$ cat src/rtl/nega_pkg.sv
// Shared types and helpers for the negabinary serial adder.
// Optional feature macro: NEGA_SERIAL_EARLY_DONE_EN.
package nega_pkg;

  typedef enum logic [1:0] {
    IDLE,
    RUN,
    DONE
  } state_t;

  // Result digit count that holds any sum of two w-digit words.
  function automatic int nega_out_width(input int w);
    return w + 2;
  endfunction

  // Decode the low n digits of a negabinary word to an integer.
  function automatic longint nega_to_int(
    input logic [63:0] v,
    input int          n
  );
    longint acc;
    longint wgt;
    acc = 0;
    wgt = 1;
    for (int i = 0; i < n; i++) begin
      if (v[i]) acc = acc + wgt;
      wgt = -2 * wgt;
    end
    return acc;
  endfunction

endpackage

$ cat src/rtl/nega_serial_adder_slice.sv
// One negabinary digit: t = a + b + cp - cn, with dual carries.
// Used by nega_serial_adder (macro NEGA_SERIAL_EARLY_DONE_EN n/a here).
module nega_digit_slice (
  input  logic a,
  input  logic b,
  input  logic cp,
  input  logic cn,
  output logic s,
  output logic c_out_pos,
  output logic c_out_neg
);

  logic [2:0] pos_sum;

  // Parity gives the digit; carries flag t = -1 and t >= 2.
  always_comb begin
    pos_sum   = {2'b00, a} + {2'b00, b} + {2'b00, cp};
    s         = a ^ b ^ cp ^ cn;
    c_out_pos = cn & (pos_sum == 3'd0);
    c_out_neg = cn ? (pos_sum == 3'd3) : (pos_sum >= 3'd2);
  end

endmodule

$ cat src/rtl/nega_serial_adder.sv
// Bit-serial negabinary word adder, LSB first, one digit per cycle.
// Optional macro NEGA_SERIAL_EARLY_DONE_EN ends RUN once nothing is left.
module nega_serial_adder
  import nega_pkg::*;
#(
  parameter int WIDTH     = 8,
  parameter int OUT_WIDTH = nega_out_width(WIDTH)
) (
  input  logic                 clk,
  input  logic                 rst_n,
  input  logic                 in_valid,
  output logic                 in_ready,
  input  logic [WIDTH-1:0]     in_a,
  input  logic [WIDTH-1:0]     in_b,
  output logic                 out_valid,
  input  logic                 out_ready,
  output logic [OUT_WIDTH-1:0] out_sum,
  output logic                 busy
);

  localparam int CW = $clog2(OUT_WIDTH);

  state_t               state;
  logic [OUT_WIDTH-1:0] sh_a;
  logic [OUT_WIDTH-1:0] sh_b;
  logic [OUT_WIDTH-1:0] acc;
  logic [OUT_WIDTH-1:0] next_acc;
  logic                 carry_pos;
  logic                 carry_neg;
  logic [CW-1:0]        cnt;
  logic                 s;
  logic                 c_out_pos;
  logic                 c_out_neg;
  logic                 last;
  logic                 fin_early;

  nega_digit_slice u_slice (
    .a         (sh_a[0]),
    .b         (sh_b[0]),
    .cp        (carry_pos),
    .cn        (carry_neg),
    .s         (s),
    .c_out_pos (c_out_pos),
    .c_out_neg (c_out_neg)
  );

  assign last = (cnt == CW'(OUT_WIDTH - 1));

`ifdef NEGA_SERIAL_EARLY_DONE_EN
  assign fin_early = (sh_a == '0) && (sh_b == '0)
                   && !carry_pos && !carry_neg;
`else
  assign fin_early = 1'b0;
`endif

  // Place the current digit at its own weight; unrun digits stay 0.
  always_comb begin
    next_acc      = acc;
    next_acc[cnt] = s;
  end

  // Handshake FSM plus the serial datapath registers.
  always_ff @(posedge clk or negedge rst_n) begin
    if (!rst_n) begin
      state     <= IDLE;
      in_ready  <= 1'b1;
      out_valid <= 1'b0;
      out_sum   <= '0;
      busy      <= 1'b0;
      carry_pos <= 1'b0;
      carry_neg <= 1'b0;
      cnt       <= '0;
      sh_a      <= '0;
      sh_b      <= '0;
      acc       <= '0;
    end else begin
      unique case (state)
        IDLE: begin
          if (in_valid) begin
            sh_a      <= OUT_WIDTH'(in_a);
            sh_b      <= OUT_WIDTH'(in_b);
            carry_pos <= 1'b0;
            carry_neg <= 1'b0;
            acc       <= '0;
            cnt       <= '0;
            in_ready  <= 1'b0;
            busy      <= 1'b1;
            state     <= RUN;
          end
        end
        RUN: begin
          if (fin_early) begin
            out_sum   <= acc;
            out_valid <= 1'b1;
            state     <= DONE;
          end else begin
            acc       <= next_acc;
            sh_a      <= sh_a >> 1;
            sh_b      <= sh_b >> 1;
            carry_pos <= c_out_pos;
            carry_neg <= c_out_neg;
            cnt       <= cnt + 1'b1;
            if (last) begin
              out_sum   <= next_acc;
              out_valid <= 1'b1;
              state     <= DONE;
            end
          end
        end
        DONE: begin
          if (out_ready) begin
            out_valid <= 1'b0;
            in_ready  <= 1'b1;
            busy      <= 1'b0;
            state     <= IDLE;
          end
        end
        default: begin
          state    <= IDLE;
          in_ready <= 1'b1;
          busy     <= 1'b0;
        end
      endcase
    end
  end

endmodule

$ cat config.mk
export PLATFORM = sky130hd
export DESIGN_NAME = nega_serial_adder
export DESIGN_NICKNAME = d
export VERILOG_FILES = /design/src/rtl/nega_pkg.sv /design/src/rtl/nega_serial_adder_slice.sv /design/src/rtl/nega_serial_adder.sv
export SDC_FILE = /design/constraint.sdc
export NUM_CORES = 1
export LEC_CHECK = 0
export ABC_AREA = 1
export BUFFER_PORTS_ARGS = -buffer_cell sky130_fd_sc_hd__buf_2
export CELL_PAD_IN_SITES_DETAIL_PLACEMENT = 1
export CELL_PAD_IN_SITES_GLOBAL_PLACEMENT = 1
export CORE_MARGIN = 4
export CORE_UTILIZATION = 46
export CTS_CLUSTER_DIAMETER = 60
export DETAILED_ROUTE_END_ITERATION = 7
export HOLD_SLACK_MARGIN = 0.05
export PLACE_DENSITY_LB_ADDON = 0.2
export SYNTH_ARGS = -nofsm -noshare
export SYNTH_HDL_FRONTEND = slang
export SYNTH_SLANG_ARGS = --single-unit
export TNS_END_PERCENT = 50
$ cat constraint.sdc
create_clock -name clk -period 3.8 [get_ports clk]
set_input_delay 0.38 -clock clk [delete_from_list [all_inputs] [get_ports clk]]
set_output_delay 0.38 -clock clk [all_outputs]
set_load 0.03 [all_outputs]
==> flow_summary.json <==
{
  "synth_top_area_share_pct": 46.9,
  "switching_share_pct": 46.5,
  "crit_type": "register to register",
  "die_h_microns": 80.2,
  "cts.path.max_buffers": 2,
  "diodes": 0,
  "cts_num_sinks": 46,
  "fin_ws_ns": 1.95,
  "endpoint_kind": "register",
  "setup_tns_ns": 0,
  "ys_ff_latch": 46,
  "ir_worst_vdd_v": 0.000295,
  "antenna_found_initial": 0,
  "muxShareOfSynthArea_pct": 0,
  "cp_slowest_cell": "fa_1",
  "min_path_type": "primary input to async pin",
  "synth_compound_area_share_pct": 3.75,
  "drc": 0,
  "synth-adder-area-share_pct": 4.48,
  "period_needed_ns": 1.85,
  "place_area_sq_um": 2560,
  "status": "finished clean",
  "post-cts-setup-buffers": 0,
  "max_slew.worst_pin.slew_ns": 1.05,
  "vias_per_cell": 4.93,
  "totalWireLength_microns": 5570,
  "power.leakage_nw": 1.48,
  "ys_types": 25,
  "postLayoutCellArea_sq_um": 2640,
  "cts.clk_slew.worst_paths_ns": 0.08,
  "grt_pass1_vias": 2017,
  "wl_per_cell_microns": 14.4,
  "hold_viol": 0,
  "grtUsageTotal_pct": 19.7,
  "rsz0062_at_grt": "no",
  "clockPowerShare_pct": 13.7,
  "pin_count": 33,
  "netlist_instances": 285,
  "cpPeakStageDelay_ns": 0.59,
  "slew_headroom_pct": 30.1,
  "clockRootBuffer": "clkbuf_8",
  "cts_hold_buffers": 0,
  "synthTopCellsByArea": "dfrtp_1, nand2_1, nand3_1, inv_1, nand3_2",
  "synth_warnings": 0,
  "cts_buffers": 5,
  "syn_area_per_cell_sq_um": 8.42,
  "syn_nets": 313,
  "max_cap_violations": 0,
  "dp_hpwl_microns": 4170,
  "fin_crit_sh_pct": 48.7,
  "fin_nets": 344,
  "cp.arrival_ns": 2.04,
  "layout_commonest_cell": "nand2_1",
  "setup_viol": 0,
  "cp_max_fo": 9,
  "path_cells": "inv_1 > fa_1 > nor2_1 > nor2_2 > nand2_1 > nand3_1 > nand2_1",
  "h-tree-depth": 2,
  "synth-xor-area-share_pct": 0,
  "ant_nets": 0,
  "max_freq_mhz": 541,
  "p_comb_share_pct": 46.7,
  "drive_gt1_share_pct": 22.5,
  "power.density_nw_per_um2": 786,
  "yosysTopAreaCell": "dfrtp_1",
  "dr.pass1.iters": 5,
  "die_w_microns": 80.2,
  "num_vias": 1904,
  "layout_common_cells": "nand2_1, dfrtp_1, buf_2",
  "synth_top_family_by_area": "simple AND/OR/NAND/NOR gates",
  "grt_overflow": 0,
  "grt_max_degree": 47,
  "p_int_mw": 1.11,
  "synth-simple-area-share_pct": 34.9,
  "pre_cts_ws_ns": 1.96,
  "rrSetupSlack_ns": 1.95,
  "syn-cell-area_sq_um": 2400,
  "yosysSeqAreaShare_pct": 48.0,
  "cts.repair.resized": 0,
  "dieArea_sq_um": 6440,
  "gp_congestion": 0.779,
  "switching_power_mw": 0.965,
  "slew_viol_final": 0,
  "grt_pass1_wl_microns": 9650,
  "insertion_delay_ns": 0.30,
  "num_rows": 26,
  "port_buffers": 32,
  "seqPwrFrac_pct": 39.5,
  "cts_tree": "yes",
  "required_ns": 3.99,
  "cp_common_cell": "nand2_1",
  "start_util_pct": 47.3,
  "area_growth_pct": 9.91,
  "skew_ns": 0.00385,
  "core_sq_um": 5070,
  "start_kind": "register",
  "first_iter_violations": 72
}
==> cells by family after synthesis <==
| logic type | count (synthesis) |
|---|---|
| and+or+nand+nor | 175 |
| adders and majority gates | 8 |
| buffers and inverters | 41 |
| AOI/OAI and AO/OA | 15 |
| DFF | 46 |
==> synthesized netlist by cell type (all sizes together) <==
cell / n
buf: 8
dfrtp: 45
dfstp: 1
fa: 1
ha: 7
inv: 33
nand2: 121
nand3: 41
nand3b: 1
nor2: 12
o211ai: 4
o21ai: 10
o22ai: 1
==> layer usage <==
metal	wire (microns)	global-route usage, %
met5	0	0
met2	2700	33.1
met4	83	6.93
met3	180	3.70
met1	2610	25.2
==> layout make-up <==
cell class | count | area (sq um)
tap | 70 | 87.6
multi-input combinational | 198 | 1030
sequential | 46 | 1150
fill | 655 | 2440
inverter | 33 | 126
timing repair buffer | 32 | 160
clock buffer | 7 | 76.3
==> power groups by stage <==
stage                     logic [mW]  clock network, mW  registers [mW]
after floorplan                0.671                  0           0.901
after global placement         0.941                  0           0.819
after detailed placement       0.980                  0           0.831
after CTS                      0.984              0.295           0.823
after global routing            1.10              0.318           0.845
final                          0.969              0.285           0.819
==> flip-flops by register name, indices dropped and copies added, names as in the netlist <==
| signal | count |
|---|---|
| acc | 9 |
| busy | 1 |
| carry_neg | 1 |
| carry_pos | 1 |
| cnt | 4 |
| in_ready | 1 |
| out_sum | 10 |
| out_valid | 1 |
| sh_a | 8 |
| sh_b | 8 |
| state | 2 |
==> through the flow <==
| step | power [mW] | hold slack, ns | instances | utilization (%) |
|---|---|---|---|---|
| 2_1_floorplan | 1.57 | 0.0844 | 285 | - |
| 3_3_place_gp | 1.76 | 0.453 | 379 | 50.5 |
| 3_5_place_dp | 1.81 | 0.453 | 379 | 50.5 |
| 4_1_cts | 2.10 | 0.283 | 386 | 52.0 |
| 5_1_grt | 2.26 | 0.290 | 386 | 52.0 |
| 6_report | 2.07 | 0.264 | 386 | 52.0 |
==> final timing paths <==
check	startpoint	endpoint	depth (start not counted)
max	carry_pos$_DFFE_PN0P_	out_sum[1]$_DFFE_PN0P_	7
min	rst_n	sh_a[7]$_DFFE_PN0P_	1
max reg2reg	carry_pos$_DFFE_PN0P_	out_sum[1]$_DFFE_PN0P_	7
min reg2reg	in_ready$_DFFE_PN1P_	in_ready$_DFFE_PN1P_	2
max in group asynchronous	rst_n	sh_b[3]$_DFFE_PN0P_	1
min in group clk	in_b[7]	sh_b[7]$_DFFE_PN0P_	3
==> worst max-delay path, delay by kind of cell (launching register included) <==
kind,cells,cell delay (ns)
buffers and inverters,1,0.07
adder cells (fa/ha/maj),1,0.59
AND/OR/NAND/NOR,5,0.72
flip-flops,1,0.36
Power figures use the tool's default switching activity.
